**src/rtl/mod_exp_if.sv**
```systemverilog
// rtl/mod_exp_if.sv - start/result and square/multiply operator bundle for mod_exp
// Ports (master = mod_exp controller, slave = requester plus responders):
//   ready_in, base_in, exponent_in, modulus_in   start strobe and operands
//   result_out, busy_out, valid_out               result and status
//   sq_ready_out, sq_value_out, sq_modulus_out    square request
//   sq_result_in, sq_valid_in                     square response
//   mul_ready_out, mul_a_out, mul_b_out,
//   mul_modulus_out                               multiply request
//   mul_result_in, mul_valid_in                   multiply response
interface mod_exp_if #(
  parameter int WIDTH     = 16,
  parameter int EXP_WIDTH = 16
);
  logic                 ready_in;
  logic [WIDTH-1:0]     base_in;
  logic [EXP_WIDTH-1:0] exponent_in;
  logic [WIDTH-1:0]     modulus_in;
  logic [WIDTH-1:0]     result_out;
  logic                 busy_out;
  logic                 valid_out;
  logic                 sq_ready_out;
  logic [WIDTH-1:0]     sq_value_out;
  logic [WIDTH-1:0]     sq_modulus_out;
  logic [WIDTH-1:0]     sq_result_in;
  logic                 sq_valid_in;
  logic                 mul_ready_out;
  logic [WIDTH-1:0]     mul_a_out;
  logic [WIDTH-1:0]     mul_b_out;
  logic [WIDTH-1:0]     mul_modulus_out;
  logic [WIDTH-1:0]     mul_result_in;
  logic                 mul_valid_in;

  modport master (
    input  ready_in, base_in, exponent_in, modulus_in,
    output result_out, busy_out, valid_out,
    output sq_ready_out, sq_value_out, sq_modulus_out,
    input  sq_result_in, sq_valid_in,
    output mul_ready_out, mul_a_out, mul_b_out, mul_modulus_out,
    input  mul_result_in, mul_valid_in
  );

  modport slave (
    output ready_in, base_in, exponent_in, modulus_in,
    input  result_out, busy_out, valid_out,
    input  sq_ready_out, sq_value_out, sq_modulus_out,
    output sq_result_in, sq_valid_in,
    input  mul_ready_out, mul_a_out, mul_b_out, mul_modulus_out,
    output mul_result_in, mul_valid_in
  );
endinterface

```
**src/rtl/mod_exp.sv**
```systemverilog
// rtl/mod_exp.sv - left-to-right square-and-multiply modular exponentiation controller
// Ports:
//   clk_in  clock, all state on rising edge
//   rst_in  synchronous active-high reset
//   bus     mod_exp_if.master: start/operands, result/busy/valid,
//           square and multiply request/response channels
module mod_exp #(
  parameter int WIDTH     = 16,
  parameter int EXP_WIDTH = 16
) (
  input  logic     clk_in,
  input  logic     rst_in,
  mod_exp_if.master bus
);
  localparam int CNT_W = (EXP_WIDTH > 1) ? $clog2(EXP_WIDTH) : 1;

  typedef enum logic [2:0] {
    IDLE, SQ_REQ, SQ_WAIT, MUL_REQ, MUL_WAIT, NEXT, DONE
  } state_t;

  state_t               state_q, state_d;
  logic [WIDTH-1:0]     acc_q, base_q, mod_q, result_q;
  logic [EXP_WIDTH-1:0] exp_q;
  logic [CNT_W-1:0]     cnt_q;
  logic                 busy_prev_q;
  logic                 busy;
  logic                 cur_bit;
  logic                 small_mod;

  assign cur_bit   = exp_q[cnt_q];
  // Modulus 1 (and illegal 0) has result 0 and needs no responder traffic.
  assign small_mod = (bus.modulus_in < WIDTH'(2));

  // Responders sample these continuously; they only move when acc_q is
  // written, which happens after the matching valid has been taken.
  assign bus.sq_value_out    = acc_q;
  assign bus.sq_modulus_out  = mod_q;
  assign bus.mul_a_out       = acc_q;
  assign bus.mul_b_out       = base_q;
  assign bus.mul_modulus_out = mod_q;
  assign bus.result_out      = result_q;

  always_ff @(posedge clk_in) begin
    if (rst_in) state_q <= IDLE;
    else        state_q <= state_d;
  end

  always_comb begin
    state_d = state_q;
    case (state_q)
      IDLE:     if (bus.ready_in) state_d = small_mod ? DONE : SQ_REQ;
      SQ_REQ:   state_d = SQ_WAIT;
      SQ_WAIT:  if (bus.sq_valid_in) state_d = cur_bit ? MUL_REQ : NEXT;
      MUL_REQ:  state_d = MUL_WAIT;
      MUL_WAIT: if (bus.mul_valid_in) state_d = NEXT;
      NEXT:     state_d = (cnt_q == '0) ? DONE : SQ_REQ;
      DONE:     state_d = IDLE;
      default:  state_d = IDLE;
    endcase
  end

  always_comb begin
    busy              = (state_q != IDLE);
    bus.busy_out      = busy;
    bus.sq_ready_out  = (state_q == SQ_REQ);
    bus.mul_ready_out = (state_q == MUL_REQ);
    // Completion pulse on the first idle cycle after an operation.
    bus.valid_out     = busy_prev_q & ~busy;
  end

  always_ff @(posedge clk_in) begin
    if (rst_in) begin
      acc_q       <= '0;
      base_q      <= '0;
      mod_q       <= '0;
      exp_q       <= '0;
      cnt_q       <= '0;
      result_q    <= '0;
      busy_prev_q <= 1'b0;
    end else begin
      busy_prev_q <= busy;
      case (state_q)
        IDLE: begin
          if (bus.ready_in) begin
            base_q <= bus.base_in;
            exp_q  <= bus.exponent_in;
            mod_q  <= bus.modulus_in;
            acc_q  <= small_mod ? '0 : WIDTH'(1);
            cnt_q  <= CNT_W'(EXP_WIDTH - 1);
          end
        end
        SQ_WAIT:  if (bus.sq_valid_in)  acc_q <= bus.sq_result_in;
        MUL_WAIT: if (bus.mul_valid_in) acc_q <= bus.mul_result_in;
        NEXT:     if (cnt_q != '0)      cnt_q <= cnt_q - CNT_W'(1);
        DONE:     result_q <= acc_q;
        default: ;
      endcase
    end
  end
endmodule

```
**src/flat_wrapper.sv**
```systemverilog
// flat-port wrapper written by rule: the top's interface ports become plain ports
module mod_exp_flat 
#(
  parameter int WIDTH     = 16,
  parameter int EXP_WIDTH = 16
)
  (clk_in, rst_in, bus_ready_in, bus_base_in, bus_exponent_in, bus_modulus_in, bus_result_out, bus_busy_out, bus_valid_out, bus_sq_ready_out, bus_sq_value_out, bus_sq_modulus_out, bus_sq_result_in, bus_sq_valid_in, bus_mul_ready_out, bus_mul_a_out, bus_mul_b_out, bus_mul_modulus_out, bus_mul_result_in, bus_mul_valid_in);
  mod_exp_if #(.WIDTH(WIDTH), .EXP_WIDTH(EXP_WIDTH)) bus_i ();
  input  logic clk_in;
  input  logic rst_in;
  input wire logic [$bits(bus_i.ready_in)-1:0] bus_ready_in;
  input wire logic [$bits(bus_i.base_in)-1:0] bus_base_in;
  input wire logic [$bits(bus_i.exponent_in)-1:0] bus_exponent_in;
  input wire logic [$bits(bus_i.modulus_in)-1:0] bus_modulus_in;
  output wire logic [$bits(bus_i.result_out)-1:0] bus_result_out;
  output wire logic [$bits(bus_i.busy_out)-1:0] bus_busy_out;
  output wire logic [$bits(bus_i.valid_out)-1:0] bus_valid_out;
  output wire logic [$bits(bus_i.sq_ready_out)-1:0] bus_sq_ready_out;
  output wire logic [$bits(bus_i.sq_value_out)-1:0] bus_sq_value_out;
  output wire logic [$bits(bus_i.sq_modulus_out)-1:0] bus_sq_modulus_out;
  input wire logic [$bits(bus_i.sq_result_in)-1:0] bus_sq_result_in;
  input wire logic [$bits(bus_i.sq_valid_in)-1:0] bus_sq_valid_in;
  output wire logic [$bits(bus_i.mul_ready_out)-1:0] bus_mul_ready_out;
  output wire logic [$bits(bus_i.mul_a_out)-1:0] bus_mul_a_out;
  output wire logic [$bits(bus_i.mul_b_out)-1:0] bus_mul_b_out;
  output wire logic [$bits(bus_i.mul_modulus_out)-1:0] bus_mul_modulus_out;
  input wire logic [$bits(bus_i.mul_result_in)-1:0] bus_mul_result_in;
  input wire logic [$bits(bus_i.mul_valid_in)-1:0] bus_mul_valid_in;
  assign bus_i.ready_in = bus_ready_in;
  assign bus_i.base_in = bus_base_in;
  assign bus_i.exponent_in = bus_exponent_in;
  assign bus_i.modulus_in = bus_modulus_in;
  assign bus_result_out = bus_i.result_out;
  assign bus_busy_out = bus_i.busy_out;
  assign bus_valid_out = bus_i.valid_out;
  assign bus_sq_ready_out = bus_i.sq_ready_out;
  assign bus_sq_value_out = bus_i.sq_value_out;
  assign bus_sq_modulus_out = bus_i.sq_modulus_out;
  assign bus_i.sq_result_in = bus_sq_result_in;
  assign bus_i.sq_valid_in = bus_sq_valid_in;
  assign bus_mul_ready_out = bus_i.mul_ready_out;
  assign bus_mul_a_out = bus_i.mul_a_out;
  assign bus_mul_b_out = bus_i.mul_b_out;
  assign bus_mul_modulus_out = bus_i.mul_modulus_out;
  assign bus_i.mul_result_in = bus_mul_result_in;
  assign bus_i.mul_valid_in = bus_mul_valid_in;
  mod_exp #(.WIDTH(WIDTH), .EXP_WIDTH(EXP_WIDTH)) u_core (.clk_in(clk_in), .rst_in(rst_in), .bus(bus_i));
endmodule
```
**config.mk**
```make
export PLATFORM = sky130hd
export DESIGN_NAME = mod_exp_flat
export DESIGN_NICKNAME = d
export VERILOG_FILES = /design/src/rtl/mod_exp_if.sv /design/src/rtl/mod_exp.sv /design/src/flat_wrapper.sv
export SDC_FILE = /design/constraint.sdc
export NUM_CORES = 1
export LEC_CHECK = 0
export CORE_MARGIN = 3
export CORE_UTILIZATION = 46
export CTS_BUF_LIST = sky130_fd_sc_hd__clkbuf_4 sky130_fd_sc_hd__clkbuf_8
export DETAILED_ROUTE_END_ITERATION = 10
export GPL_TIMING_DRIVEN = 0
export PLACE_DENSITY = 0.92
export SKIP_LAST_GASP = 1
export SYNTH_ARGS = -nofsm -noshare
export SYNTH_HDL_FRONTEND = slang
export SYNTH_SLANG_ARGS = --single-unit
```
**constraint.sdc**
```tcl
create_clock -name clk_in -period 3.1 [get_ports clk_in]
set_input_delay 0.465 -clock clk_in [delete_from_list [all_inputs] [get_ports clk_in]]
set_output_delay 0.465 -clock clk_in [all_outputs]
set_load 0.1 [all_outputs]
```
==> reports/metrics.csv, run 1 <==
metric,value,unit
status,"complete, no violations",
tritoncts,done,
synth_edf_count,0,
remaining_drc_errors,0,
cp_max_fo,10,
cp_data_required_time,2.63,ns
dp_hpwl,9.682,mm
ys_warn_count,0,
vias_per_cell,5.185,
initial_core_util,48.99,%
p_per_area,1154,nW/um^2
hold_depth,2,
finalSetupViolCount,0,
hold_class,flop to flop,
max_slew_margin,32.64,%
cts_root_buffer,clkbuf_8,
synthFlopType,dfxtp_1,
synth.cell_area,3904,sq um
ant_nets,0,
h-tree-depth,3,
drt-total-wl,12.19,mm
vias,3998,
dr.pass1.iters,4,
period_minus_slack,2.912,ns
cts_setup_buffers,0,
crit_path_start_kind,flop,
r2r_start,u_core.cnt_q[0],
final_cells,771,
die_y,98.12,microns
clock_latency,0.35,ns
track_usage,24.98,%
place_inst,757,
min-delay-start,u_core.bus.mul_b_out[6],
synthToLayoutAreaGrowth,54.90,%
ys_types,46,
ir_worst_vdd,0.8223,mV
reg2reg_depth,8,
synth_compound_area_share,19.23,%
critPathMaxStageDelay,1.17,ns
clkTransAtPathRegs,0.08,ns
synth_fa_ha_area_share,0.3205,%
hold_viol,0,
tightest_slew,1.007,ns
cts_sinks,88,
grt_pass1_vias,3994,
setup_tns,0,ns
die_area,9628,sq um
crit_type,flop to output pin,
pin_count,185,
grt_max_degree,14,
slew_viol_final,0,
numCtsBuffers,9,
core,7968,sq um
crit_slowest_cell,clkdlybuf4s50_1,
antenna_cells,0,
path_cells,buf_4 > buf_2 > nand2_1 > nor2_1 > clkdlybuf4s50_1,
die_w,98.12,microns
cts_hold_buf,0,
clock.fmax,0.3434,GHz
crit_start,u_core.state_q[0],
drive_above_1_share,13.30,%
synth_nets,558,
initialDrtViolationCount,137,
grt_pass1_wl,19.46,mm
grt_antenna_before_repair,0,
avgSynthCellArea,8.271,sq um
nNetsFinal,752,
syn_inst,472,
portBuffers,183,
synthXorXnorAreaFrac,0.4487,%
avgRoutedWirePerCell,15.81,microns
synth_top_family_by_area,simple AND/OR/NAND/NOR gates,
worst_clock_skew,0.01252,ns
ys_seq_elements,88,
grt.overflow.total,0,
clock_path_buffers,2,
min_period_over_period,93.94,%
utilization,75.90,%
yosys.area_share.simple,21.22,%
gp_congestion,0.8277,
rsz0062_at_grt,no,
ys_seq_area_share,45.13,%
cts.repair.resized,0,
leakagePower,2.245,nW
cp-end-kind,output pin,
cap_violations,0,
synthArstFlopShare,0,%
muxShareOfSynthArea,2.179,%
arrival,2.45,ns
rows,32,
[critical path, delay by kind of cell, from the launching register on]
kind,cells,cell delay (ns)
and+or+nand+nor,2,0.24
buffers and inverters,3,1.55
DFF,1,0.31
[per-stage QoR]
stage	hold slack (ns)	power, mW	setup WS, ns	cell area, sq um
after floorplan	0.4331	5.201	0.6681	3909
after global placement	0.4413	6.169	0.5631	5868
after detailed placement	0.4471	6.259	0.5656	5868
after CTS	0.4561	7.007	0.1733	6047
after global routing	0.4703	7.288	0.07122	6047
final	0.4554	6.976	0.1880	6047
[sequential cells by signal, indices dropped and copies added (netlist names)]
register / cells
u_core.bus.mul_b_out: 16
u_core.busy_prev_q: 1
u_core.bus.mul_modulus_out: 16
u_core.state_q: 3
u_core.exp_q: 16
u_core.cnt_q: 4
u_core.bus.mul_a_out: 16
u_core.bus.result_out: 16
[placed cells by master (no fill, tap or decap), drive strengths merged, types with 2 or more instances in the layout]
master	count
a211oi	19
a21oi	68
a221oi	4
a22oi	16
and2	3
buf	49
clkbuf	27
clkdlybuf4s50	183
clkinv	2
dfxtp	88
inv	5
mux2i	4
mux4	2
nand2	132
nor2	30
nor2b	2
nor3	5
nor3b	4
nor4	3
o21ai	2
or3	2
or3b	2
xnor2	2
[final timing paths]
kind | endpoint | slack [ns]
max | bus_mul_ready_out | 0.19
min | u_core.bus.mul_b_out[6] | 0.46
max reg2reg | u_core.cnt_q[2] | 1.22
min reg2reg | u_core.bus.mul_b_out[6] | 0.46
[synthesized netlist by cell type, drive strengths merged, types with 4 or more instances]
cell type | instances | area share [%]
a211oi | 19 | 5.2
mux2i | 4 | 1.0
a22oi | 16 | 3.1
buf | 49 | 9.1
inv | 5 | 0.48
nor3b | 4 | 0.90
nand2 | 132 | 13
a21oi | 68 | 8.8
dfxtp | 88 | 45
nor2 | 30 | 2.9
clkbuf | 17 | 1.9
a221oi | 4 | 0.90
nor3 | 5 | 1.1
[cells by family (layout without fill, tap and decap cells)]
group	Yosys count	in the layout
AO/OA/AOI/OAI	114	114
XOR/XNOR	2	2
adder cells (fa/ha/maj)	1	1
buffers and inverters	71	268
flip-flops	88	88
multiplexers	6	6
AND/OR/NAND/NOR	190	190
[power by group]
part	switching [mW]	leakage [nW]	internal, mW
Combinational	3.36	1.43	1.25
Clock	0.373	0.0914	0.370
Sequential	0.231	0.721	1.39
Total	3.96	2.25	3.01
[layout make-up]
| type | count | area (sq um) |
|---|---|---|
| Clock buffer | 10 | 131.4 |
| Tap cell | 102 | 127.6 |
| Timing Repair Buffer | 183 | 1832 |
| Sequential cell | 88 | 1762 |
| Clock inverter | 4 | 47.55 |
| Fill cell | 568 | 1921 |
| Buffer | 66 | 429.2 |
| Multi-Input combinational cell | 313 | 1699 |
| Inverter | 5 | 18.77 |
[routing by layer]
layer  part of all wire, %  wire length, microns  vias to the layer above  GRT usage (%)
li1                      -                     -                     1942              -
met1                    38                  4694                     1878          27.44
met2                    52                  6321                      168          46.18
met3                   8.7                  1059                       10          7.357
met4                  0.97                   118                        0          7.455
met5                     0                     0                        -              0
Note: power is estimated with default switching activity, not from simulation.
==> run 2, diff against run 1 <==
- TNS_END_PERCENT: default -> 100
==> results of run 2 <==
Final layout, timing and power as in run 1 (identical DEF).
==> run 3, diff against run 2 <==
- REMOVE_ABC_BUFFERS: default -> 1
==> reports/metrics.csv, run 3 (synthesis results as in run 1) <==
metric,value,unit,change
status,"complete, no violations",,
ir_worst_vdd,0.4954,mV,-40%
final_common_cell,clkdlybuf4s50_1,,
tightest_slew,1.040,ns,+0.03260 ns
cts_setup_buffers,0,,unchanged
die_area,9628,sq um,unchanged
tritoncts,done,,
cts_hold_buf,0,,unchanged
layout_common_cells,"clkdlybuf4s50_1, nand2_1, dfxtp_1, a21oi_1, nor2_1",,
rows,32,,unchanged
p_sw_share,57.00,%,+0.18 points
hold_viol,0,,unchanged
final_area,5698,sq um,-5.8%
p_total,6.811,mW,-2.4%
synthToLayoutAreaGrowth,45.96,%,
rsz0062_at_grt,no,,
p_per_area,1195,nW/um^2,+3.6%
nNetsFinal,688,,-8.5%
combPwrFrac,62.3,%,-3.8 points
cp-end-kind,output pin,,
numCtsBuffers,9,,unchanged
antenna_cells,0,,unchanged
worst_clock_skew,0.006478,ns,-0.006040 ns
max_slew_margin,30.42,%,-2.2 points
h-tree-depth,3,,unchanged
period_minus_slack,2.949,ns,+0.03736 ns
cts_sinks,88,,unchanged
grt.overflow.total,0,,unchanged
initialDrtViolationCount,107,,-22%
die_w,98.12,microns,unchanged
core,7968,sq um,unchanged
portBuffers,184,,+0.55%
drive_above_1_share,7.096,%,-6.2 points
hold_class,flop to flop,,
clock.fmax,0.3391,GHz,-1.3%
cts_root_buffer,clkbuf_8,,
netSwitchingPower,3.882,mW,-2.1%
cts.repair.resized,0,,unchanged
min_period_over_period,95.14,%,+1.2 points
power_frac_seq,24.7,%,+1.5 points
grt_antenna_before_repair,0,,unchanged
cp_max_fo,18,,+8
arrival,2.48,ns,+0.03 ns
drt-total-wl,11.10,mm,-9.0%
track_usage,22.29,%,-2.7 points
grt_pass1_wl,17.57,mm,-9.7%
clkTransAtPathRegs,0.08,ns,about the same
cp_data_required_time,2.63,ns,about the same
crit_type,flop to output pin,,
setup_tns,0,ns,unchanged
initial_core_util,48.99,%,unchanged
crit_path_start_kind,flop,,
grt_max_degree,89,,+75
avgRoutedWirePerCell,15.67,microns,-0.91%
slew_viol_final,0,,unchanged
utilization,71.51,%,-4.4 points
cap_violations,0,,unchanged
dr.pass1.iters,4,,unchanged
leakagePower,2.050,nW,-8.7%
clock_power_share,13.0,%,+2.3 points
gp_congestion,0.8355,,+0.94%
clock_latency,0.35,ns,about the same
r2r_setup_slack,0.66,ns,-0.56 ns
p_int,2.929,mW,-2.8%
finalSetupViolCount,0,,unchanged
remaining_drc_errors,0,,unchanged
vias,3765,,-5.8%
pin_count,185,,unchanged
clock_path_buffers,2,,unchanged
grt_pass1_vias,3619,,-9.4%
vias_per_cell,5.318,,+2.6%
ant_nets,0,,unchanged
dp_hpwl,8.185,mm,-15%
place_inst,693,,-8.5%
final_cells,708,,-8.2%
post_dp_cell_area,5466,sq um,-6.8%
die_y,98.12,microns,unchanged
[run 3: cell count changes in the layout (fill, tap and decap cells not counted), moves of 3 or more]
cell             delta
buf_4              -38
buf_2               -8
clkdlybuf4s50_1     -3
dlymetal6s2s_1      +3
clkbuf_1           -16
[run 3: final timing paths]
kind | startpoint | endpoint | cells past startpoint
worst max register to register | u_core.state_q[0] | u_core.bus.mul_a_out[0] | 6
worst min register to register | u_core.exp_q[9] | u_core.exp_q[9] | 2
worst max-delay path | u_core.state_q[0] | bus_busy_out | 3
worst min-delay path | u_core.exp_q[9] | u_core.exp_q[9] | 2
[run 3: power groups by stage]
stage          Clock (mW)  Combinational [mW]  Sequential, mW
6_report            0.883                4.25            1.68
5_1_grt             0.953                4.43            1.72
4_1_cts             0.903                4.28            1.68
3_5_place_dp            0                4.26            1.70
3_3_place_gp            0                4.17            1.68
2_1_floorplan           0                1.07            3.82
[run 3: per-stage QoR]
step | worst slack [ns] | hold WS, ns
final | 0.1506 | 0.4557
after global routing | 0.01514 | 0.4734
after CTS | 0.05524 | 0.4596
after detailed placement | 0.4395 | 0.4476
after global placement | -1.035 | 0.4404
after floorplan | -0.2790 | 0.4271
[run 3: worst max-delay path, cell delays in order, from the launching register on]
cell	delay [ns]
dfxtp_1	0.77
nor3_2	0.16
inv_1	0.08
clkdlybuf4s50_1	1.13
[run 3: layer usage]
layer,global-route usage (%),part of all wire [%],vias up
met4,8.520,2.5,0
met5,0,0,-
met3,6.143,7.2,28
met2,39.95,52,151
met1,25.02,39,1763
li1,-,-,1823
[run 3: area by class of cell]
class                           count  area [sq um]
Timing Repair Buffer              185          1862
Clock inverter                      3         65.06
Multi-Input combinational cell    313          1704
Clock buffer                       12         158.9
Fill cell                         597          2270
Sequential cell                    88          1762
Inverter                            5         18.77
Tap cell                          102         127.6
